[src/rtl/sum_accum.sv]
// rtl/sum_accum.sv - saturating accumulator of NUM_SAMPLES 5-bit adder results
module sum_accum #(
  parameter int NUM_SAMPLES = 4,
  parameter int ACC_W       = 8
) (
  input  logic             clk,
  input  logic             rst,
  input  logic             start,
  input  logic             in_valid,
  input  logic [3:0]       in_data,
  input  logic             in_cy,
  input  logic             out_ack,
  output logic             busy,
  output logic             out_valid,
  output logic [ACC_W-1:0] out_data,
  output logic             ovf,
  output logic [3:0]       sample_cnt
);

  typedef enum logic [1:0] {
    S_IDLE  = 2'd0,
    S_ACCUM = 2'd1,
    S_HOLD  = 2'd2
  } state_t;

  localparam logic [ACC_W-1:0] ACC_MAX  = '1;
  localparam logic [3:0]       LAST_CNT = 4'(NUM_SAMPLES - 1);

  state_t           r_state;
  logic             r_busy;
  logic             r_out_valid;
  logic [ACC_W-1:0] r_acc;
  logic             r_ovf;
  logic [3:0]       r_cnt;

  logic [ACC_W:0]   w_sample;
  logic [ACC_W:0]   w_sum;
  logic             w_sat;
  logic [ACC_W-1:0] w_acc_next;

  // The sample is the upstream carry on top of its 4-bit sum; the add is one bit
  // wider than the accumulator so that the top bit flags saturation directly.
  assign w_sample   = {{(ACC_W-4){1'b0}}, in_cy, in_data};
  assign w_sum      = {1'b0, r_acc} + w_sample;
  assign w_sat      = w_sum[ACC_W];
  assign w_acc_next = w_sat ? ACC_MAX : w_sum[ACC_W-1:0];

  // Control FSM; every output is its own register, updated alongside the state.
  always_ff @(posedge clk or posedge rst) begin
    if (rst) begin
      r_state     <= S_IDLE;
      r_busy      <= 1'b0;
      r_out_valid <= 1'b0;
      r_acc       <= '0;
      r_ovf       <= 1'b0;
      r_cnt       <= '0;
    end else begin
      case (r_state)
        S_IDLE: begin
          if (start) begin
            r_acc   <= '0;
            r_ovf   <= 1'b0;
            r_cnt   <= '0;
            r_busy  <= 1'b1;
            r_state <= S_ACCUM;
          end
        end
        S_ACCUM: begin
          if (in_valid) begin
            r_acc <= w_acc_next;
            r_ovf <= r_ovf | w_sat;
            r_cnt <= r_cnt + 4'd1;
            if (r_cnt == LAST_CNT) begin
              r_busy      <= 1'b0;
              r_out_valid <= 1'b1;
              r_state     <= S_HOLD;
            end
          end
        end
        S_HOLD: begin
          // A start arriving together with the ack is dropped on purpose.
          if (out_ack) begin
            r_out_valid <= 1'b0;
            r_state     <= S_IDLE;
          end
        end
        default: begin
          r_busy      <= 1'b0;
          r_out_valid <= 1'b0;
          r_state     <= S_IDLE;
        end
      endcase
    end
  end

  assign busy       = r_busy;
  assign out_valid  = r_out_valid;
  assign out_data   = r_acc;
  assign ovf        = r_ovf;
  assign sample_cnt = r_cnt;

endmodule
[config.mk]
export PLATFORM = sky130hd
export DESIGN_NAME = sum_accum
export DESIGN_NICKNAME = d
export VERILOG_FILES = /design/src/rtl/sum_accum.sv
export SDC_FILE = /design/constraint.sdc
export NUM_CORES = 1
export LEC_CHECK = 0
export CORE_MARGIN = 3
export CORE_UTILIZATION = 45
export DETAILED_ROUTE_END_ITERATION = 6
export GPL_TIMING_DRIVEN = 0
export PLACE_DENSITY = 0.74
export SLEW_MARGIN = 25
export SYNTH_ARGS = -nofsm -noshare
export SYNTH_HDL_FRONTEND = slang
export SYNTH_SLANG_ARGS = --single-unit
export TNS_END_PERCENT = 30
[constraint.sdc]
create_clock -name clk -period 2.42 [get_ports clk]
set_input_delay 0.484 -clock clk [delete_from_list [all_inputs] [get_ports clk]]
set_output_delay 0.484 -clock clk [all_outputs]
set_load 0.03 [all_outputs]
# [Yosys cells after proc, flatten, opt, wreduce, memory -nomap -nowiden]
# Cells that the tools add are included.
[word_totals] elab_cells=47 ff_bits=17
[op_classes] n_bitwise=3 n_eq_ne=7 n_reduce_logical=6 mux=23 addsub=2
[ops] op="8-bit 2-to-1 mux" count=3
[ops] op="8-bit one-hot mux with 2 select lines" count=1
[ops] op="4-bit AND reduction" count=3
[ops] op="8-bit by 5-bit adder with 9-bit output" count=1
[ops] op="1-bit 2-to-1 mux" count=8
[ops] op="2-bit 2-to-1 mux" count=4
[ops] op="4-bit 2-to-1 mux" count=2
[ops] op="2-bit inequality test, second input constant" count=4
[ops] op="4-bit one-hot mux with 2 select lines" count=1
[ops] op="1-bit one-hot mux with 3 select lines" count=2
[ops] op="2-bit one-hot mux with 3 select lines" count=1
[ops] op="4-bit by 1-bit adder with 4-bit output, second input constant" count=1
[ops] op="4-bit by 2-bit equality test with 1-bit output, second input constant" count=1
[ops] op="3-bit AND reduction" count=1
[ops] op="2-bit by 1-bit equality test with 1-bit output, second input constant" count=1
[ops] op="2-bit equality test, second input constant" count=1
[ops] op="2-bit logical NOT" count=1
[ops] op="1-bit NOT" count=2
[ops] op="1-bit one-hot mux with 2 select lines" count=1
[ops] op="2-bit nonzero test" count=1
[ops] op="1-bit OR" count=1

# [Depth between registers and ports, before layout]
# Gate-level depths: netlist (run 1).
[logic_depth] depth_word=4 mapped_depth=6 depth_no_buf=6

# [Worst setup path before layout (run 1)]
# OpenSTA, ideal clock, no wires.
[synth_path] path_type="flip-flop to flip-flop" from="reg r_acc[0] (netlist: out_data[0])" to="reg r_acc[2] (netlist: out_data[2])" stages_incl_launch_ff=7 slack_ps=334 t_arrival_ps=1960 synth_period_minus_slack_ps=2086 n_path_buf=0 path_cell_list="dfrtp_1 -> ha_1 -> fa_1 -> a211oi_2 -> o21bai_2 -> nor3b_4 -> a221o_1"
[synth_between] elab_chain_cells=4
[synth_rtl] element="from (decl)" line="32" source="logic [ACC_W-1:0] r_acc;"
[synth_rtl] element="from (signal assigned)" line="70" source="r_acc <= w_acc_next;"
[synth_rtl] element="8-bit by 5-bit adder with 9-bit output" line="44" source="assign w_sum = {1'b0, r_acc} + w_sample;"
[synth_rtl] element="8-bit 2-to-1 mux" line="46" source="assign w_acc_next = w_sat ? ACC_MAX : w_sum[ACC_W-1:0];"
[synth_rtl] element="8-bit 2-to-1 mux" line="69" source="if (in_valid) begin"
[synth_rtl] element="8-bit one-hot mux with 2 select lines" line="58" source="case (r_state)"
# No other way between the ends. The select of a mux whose other input is x is not followed.
# A chain may end at the register's enable or synchronous reset.

# [Final worst setup path (run 1)]
[layout_path] from="in in_data[0]" to="reg r_acc[2] (netlist: out_data[2])"
[layout_between] elab_chain_cells=4
[layout_rtl] element="from (decl)" line="10" source="input logic [3:0] in_data,"
[layout_rtl] element="8-bit by 5-bit adder with 9-bit output" line="44"
[layout_rtl] element="8-bit 2-to-1 mux" line="46"
[layout_rtl] element="8-bit 2-to-1 mux" line="69"
[layout_rtl] element="8-bit one-hot mux with 2 select lines" line="58"
# No other way between the ends. The select of a mux whose other input is x is not followed.

==> results of run 1 <==
[worst paths after layout]
path	slack (ns)	to	cells after the start
max reg2reg	0.35	out_data[2]	6
min reg2reg	0.52	ovf	1
min	0.52	ovf	1
min in group asynchronous	0.57	out_data[6]	2
max in group asynchronous	1.44	out_data[0]	2
max	0.15	out_data[2]	7
[metrics by stage]
step	worst slack (ns)	hold WS [ns]	TNS, ns	cell area [sq um]	util
after floorplan	0.3340	0.4101	0	1013	-
after global placement	-0.1276	0.4809	-0.8560	1287	0.6305
after detailed placement	-0.1729	0.4886	-1.175	1287	0.6305
after CTS	0.1627	0.5163	0	1315	0.6440
after global routing	0.09153	0.5403	0	1315	0.6440
final	0.1539	0.5213	0	1315	0.6440
[worst max-delay path, delay by kind of cell]
| kind | cells | cell delay, ns |
|---|---|---|
| adders and majority gates | 2 | 0.66 |
| buffers and inverters | 1 | 0.40 |
| and+or+nand+nor | 1 | 0.20 |
| AOI/OAI and AO/OA | 3 | 0.71 |
[layout by cell type (no fill, tap or decap), drive strengths merged, types with 2 or more instances in the layout]
cell type      instances
a21oi                  6
a21o                   5
nor2                   3
inv                    4
nand3                  3
a221o                  5
nand4                  2
and3                   2
nor3                   3
o21ai                  4
xnor2                  3
o32ai                  2
ha                     6
buf                    2
dfrtp                 17
nor4                   2
nand2                  8
clkdlybuf4s50         24
clkbuf                 4
[power breakdown]
group          leakage [nW]  internal [W]  switching, W
Sequential            0.213      0.000401      0.000121
Clock                0.0177     0.0000616     0.0000969
Combinational         0.372      0.000484      0.000561
[final cells by class]
class                           count  area (sq um)
Buffer                              3         26.28
Clock buffer                        3         22.52
Clock inverter                      1         5.005
Fill cell                         193         726.9
Inverter                            4         15.01
Multi-Input combinational cell     70         546.8
Sequential cell                    17         425.4
Tap cell                           27         33.78
Timing Repair Buffer               24         240.2
[kinds of logic (layout without fill, tap and decap cells)]
family                     count (synthesis)  in the layout  share of synthesized area
muxes                                      1              1                    0.01111
adders and majority gates                  7              7                    0.09383
xor gates and xnor gates                   4              4                    0.03457
AOI/OAI and AO/OA                         31             31                     0.2395
and+or+nand+nor                           27             27                     0.1605
buffers and inverters                      7             35                    0.04073
DFF                                       17             17                     0.4198
[sequential cells by signal, summed over array words and instances, names as in the netlist]
| name | count |
|---|---|
| busy | 1 |
| out_data | 8 |
| out_valid | 1 |
| ovf | 1 |
| r_state | 2 |
| sample_cnt | 4 |
[layer usage]
metal	part of all wire	wire, um
met5	0	0
met4	0.011	23
met3	0.049	105
met2	0.46	989
met1	0.48	1029
==> flow_summary.yaml, run 1 <==
finish:
  finalNonFillerCells: 149
  drive_above_1_share: 0.09836
  finish.net_count: 140
  diodes: 0
  area_delta_synth_final_pct: 29.75
worst_setup_path:
  worstPathArrival_ns: 2.45
  crit_chain: "clkdlybuf4s50_1, ha_1, fa_1, a211oi_2, o21bai_2, nor3b_4, a221o_1"
  r2r_start: "out_data[0]"
  worstSetupStartpointType: "primary input"
  setup.worst_path.class: "primary input to register"
  crit_path_max_incr_delay_ns: 0.43
  max_fanout_on_critical_path: 7
  critPathLaunch: "in_data[0]"
  type_of_element_capturing_the_critical_path: "register"
  cpMaxStageDelayCell: "fa_1"
  required_ns: 2.61
sta:
  fin_crit_sh: 0.9364
  worst_slew_margin_rel: 0.5671
  worst_slew_pin_slew_ns: 0.6486
  rsz_0062_raised_after_global_routing: "no"
  worst_clock_skew_ns: 0.001662
  setup-violations-final: 0
  maxClockFrequency_mhz: 441.3
  final-max-slew-violation-count: 0
  timing.final.hold_violations: 0
  finalWorstPathRequiredPeriod_ns: 2.266
cts:
  clk_pin_slew_ns: 0.11
  h-tree-depth: 1
  cts_buffers: 3
  numClockSinks: 17
  post_cts_resize_count: 0
  tritoncts: "yes"
  cts.path.max_buffers: 2
  ctsRootBufferMaster: "clkbuf_4"
  cts-hold-fix-buffers: 0
  post_cts_buffers: 0
  worstSkewPairLatency_ns: 0.29
drt:
  number_of_iterations_in_the_first_detailed_routing_pass: 4
  routed-via-count: 832
  drc: 0
  routed_antenna_nets: 0
  post_drt_via_cell_ratio: 5.584
  wl_per_cell_um: 14.42
  drt_iter0_markers: 13
  postRouteWirelength_mm: 2.148
logic_synthesis:
  share_of_synthesized_flip_flops_with_an_asynchronous_set_or_reset: 1.000
  synth_top_area_share: 0.4198
  post_synth_most_frequent_cells: "dfrtp_1 (17), nand2_1 (8), a21oi_1 (6), ha_1 (6)"
  synthesis.area_per_instance_sq_um: 10.78
  synth.area.top_cells: "dfrtp_1 (42%), ha_1 (7.4%), a221o_1 (4.9%)"
  postSynthCellCount: 94
  netlist.top_cell.by_area: "dfrtp_1"
  post-synth-top-count-cell: "dfrtp_1"
  postSynthNetCount: 111
  synth.yosys.warnings: 0
  synth_enable_flop_cells: 0
  post_synth_num_cell_types: 36
  synth_sequential_area_ratio: 0.4198
  ys_seq_elements: 17
  synth.cell_area_sq_um: 1013
  top_ff_cell_synth: "dfrtp_1"
status:
  status: "finished, final reports clean"
run:
  cap_viol_max_count: 0
global_routing:
  grt_pass1_wl_mm: 3.505
  grt.met3_usage: 0.03944
  number_of_antenna_violations_at_the_first_check_in_global_routing: 0
  groute.layer.met2.usage: 0.2735
  first_global_vias: 819
  globalRoute.totalOverflow: 0
  globalRouteTotalUtil: 0.1699
  grt-busiest-layer: "met2"
  grt_start_max_net_pins: 18
  grtUsageMet1: 0.2077
power_and_ir_drop:
  vdd.ir_drop.worst_uv: 717.2
  power_density_nw_per_um2: 1312
  power.leakage_nw: 0.6025
  power.total_w: 0.001725
min_path:
  worst_hold_startpoint: "ovf"
  min_path_type: "register to register"
die:
  floorplan.io_pins: 25
  die_width_um: 53.46
  die-height_um: 53.46
  std_cell_rows: 16
  core_sq_um: 2042
  initial_cell_density_of_the_core: 0.4963
  design.die.area_sq_um: 2857
place:
  finalWeightedCongestion: 0.7694
  dp.final_hpwl_mm: 1.593
  number_of_port_buffers: 24
  placed_cells_incl_taps: 145
No activity file was read; power rests on OpenSTA's default activity.
==> run 2: changes to the inputs <==
--- a/config.mk
+++ b/config.mk
@@ -10,6 +10,7 @@
 export DETAILED_ROUTE_END_ITERATION = 6
 export GPL_TIMING_DRIVEN = 0
 export PLACE_DENSITY = 0.74
+export REMOVE_ABC_BUFFERS = 1
 export SLEW_MARGIN = 25
 export SYNTH_ARGS = -nofsm -noshare
 export SYNTH_HDL_FRONTEND = slang
==> run 2 against run 1 <==
Compared with the run above: clock skew grew 0.0043 ns; core utilization is 1.3 points lower; hold slack got worse by 0.0093 ns; critical path depth is the same; via count up 2.0%; count of clock-buffer cells in the layout stayed put; fmax up 0.52%; clock power about the same; final area shrank 2.0%; critical path type unchanged; critical endpoint is now out_data[0].
==> flow_summary.yaml, run 2 (synthesized netlist as in run 1, its figures left out) <==
status:
  status: "finished, final reports clean"
sta:
  hold_ws_ns: 0.5120
  final-max-slew-violation-count: 0
  worst_slew_pin_slew_ns: 0.6445
  fin_crit_sh: 0.9316
  rsz_0062_raised_after_global_routing: "no"
  worst_slew_margin_rel: 0.5699
  finalWorstPathRequiredPeriod_ns: 2.254
  setup-violations-final: 0
  timing.final.hold_violations: 0
  worst_clock_skew_ns: 0.005934
  maxClockFrequency_mhz: 443.6
drt:
  postRouteWirelength_mm: 2.088
  drc: 0
  post_drt_via_cell_ratio: 5.815
  routed_antenna_nets: 0
  routed-via-count: 849
  number_of_iterations_in_the_first_detailed_routing_pass: 4
  drt_iter0_markers: 6
  wl_per_cell_um: 14.30
finish:
  final_cell_mix: "clkdlybuf4s50_1 (24), dfrtp_1 (17), nand2_1 (8), a21oi_1 (6), ha_1 (6)"
  finalNonFillerCells: 146
  multiInputGateArea_sq_um: 546.8
  nFillCells: 177
  final_common_cell: "clkdlybuf4s50_1"
  layout.area.seq_sq_um: 425.4
  largest_register_ff_count: 8
  drive_above_1_share: 0.08403
  finish.net_count: 137
  diodes: 0
  area_delta_synth_final_pct: 27.16
worst_setup_path:
  type_of_element_capturing_the_critical_path: "register"
  worstSetupStartpointType: "primary input"
  path_buf_inv: 1
  setup.worst_path.class: "primary input to register"
  r2r_start: "out_data[0]"
  worstPathArrival_ns: 2.44
  rr_endpoint: "out_data[0]"
  crit_path_max_incr_delay_ns: 0.43
  worst_path_depth: 7
  cpMaxStageDelayCell: "fa_1"
  required_ns: 2.60
  worst_path_dominant_cell_family: "compound AO/OA/AOI/OAI gates"
  max_fanout_on_critical_path: 7
  rr_worst_depth: 6
  setup.reg_to_reg.worst_slack_ns: 0.37
  crit_chain: "clkdlybuf4s50_1, ha_1, fa_1, a211oi_2, o21bai_2, nor3b_4, a221o_1"
cts:
  numClockSinks: 17
  ctsRootBufferMaster: "clkbuf_4"
  post_cts_buffers: 0
  cts-hold-fix-buffers: 0
  post_cts_resize_count: 0
  cts_buffers: 3
  tritoncts: "yes"
  clk_pin_slew_ns: 0.10
  cts.path.max_buffers: 2
  h-tree-depth: 1
  worstSkewPairLatency_ns: 0.29
power_and_ir_drop:
  vdd.ir_drop.worst_uv: 760.9
  power_density_nw_per_um2: 1312
  power.leakage_nw: 0.5892
die:
  initial_cell_density_of_the_core: 0.4963
  floorplan.io_pins: 25
  die_width_um: 53.46
  design.die.area_sq_um: 2857
  die-height_um: 53.46
  std_cell_rows: 16
  core_sq_um: 2042
global_routing:
  grt_start_max_net_pins: 18
  globalRoute.totalOverflow: 0
  globalRouteTotalUtil: 0.1640
  grt-busiest-layer: "met2"
  number_of_antenna_violations_at_the_first_check_in_global_routing: 0
  grt_pass1_wl_mm: 3.408
  groute.layer.met2.usage: 0.2694
  first_global_vias: 748
  grtUsageMet1: 0.2182
  grt.met3_usage: 0.02535
place:
  number_of_port_buffers: 24
  dp.final_hpwl_mm: 1.589
  placed_cells_incl_taps: 142
  finalWeightedCongestion: 0.8207
run:
  cap_viol_max_count: 0
min_path:
  worst_hold_startpoint: "ovf"
  hold_path_depth: 1
  min_delay_worst_endpoint: "ovf"
  min_path_type: "register to register"
-- run 2: changes by cell type in the layout (fill, tap and decap cells not counted) --
cell / before / now
clkbuf_1: 1 / 0
buf_6: 2 / 0
-- run 2: per-stage QoR --
step | setup TNS [ns] | util | worst slack [ns] | area, sq um | power (W)
floorplan | 0 | - | 0.3341 | 987.2 | 0.001209
global placement | -0.9194 | 0.6176 | -0.1382 | 1261 | 0.001519
detailed placement | -1.022 | 0.6176 | -0.1510 | 1261 | 0.001546
CTS | 0 | 0.6311 | 0.1579 | 1289 | 0.001700
global route | 0 | 0.6311 | 0.09931 | 1289 | 0.001811
finish | 0 | 0.6311 | 0.1656 | 1289 | 0.001691
-- run 2: where the power goes --
group	leakage (nW)	internal [W]	switching (W)
sequential	0.213	0.000400	0.000142
combinational	0.359	0.000459	0.000535
clock	0.0177	0.0000615	0.0000938
total	0.589	0.000921	0.000770
-- run 2: routing by layer --
metal  part of all wire  vias up
met3              0.051        4
met4              0.012        0
met5                  0        -
li1                   -      413
met1               0.47      407
met2               0.46       25
-- run 2: how the worst max path moves through the flow --
stage	from	slack, ns	to
after floorplan	out_data[0]	0.33	out_data[1]
after global placement	in_data[0]	-0.14	out_data[4]
after detailed placement	in_data[0]	-0.15	out_data[4]
after CTS	in_data[0]	0.16	out_data[4]
after global routing	in_data[0]	0.1	out_data[1]
final	in_data[0]	0.17	out_data[0]
-- run 2: layout make-up --
cell class	instances	share of cell area
Inverter	4	0.01165
Tap cell	27	0.02621
Clock buffer	3	0.01748
Clock inverter	1	0.003883
Multi-Input combinational cell	70	0.4243
Timing Repair Buffer	24	0.1864
Sequential cell	17	0.3301
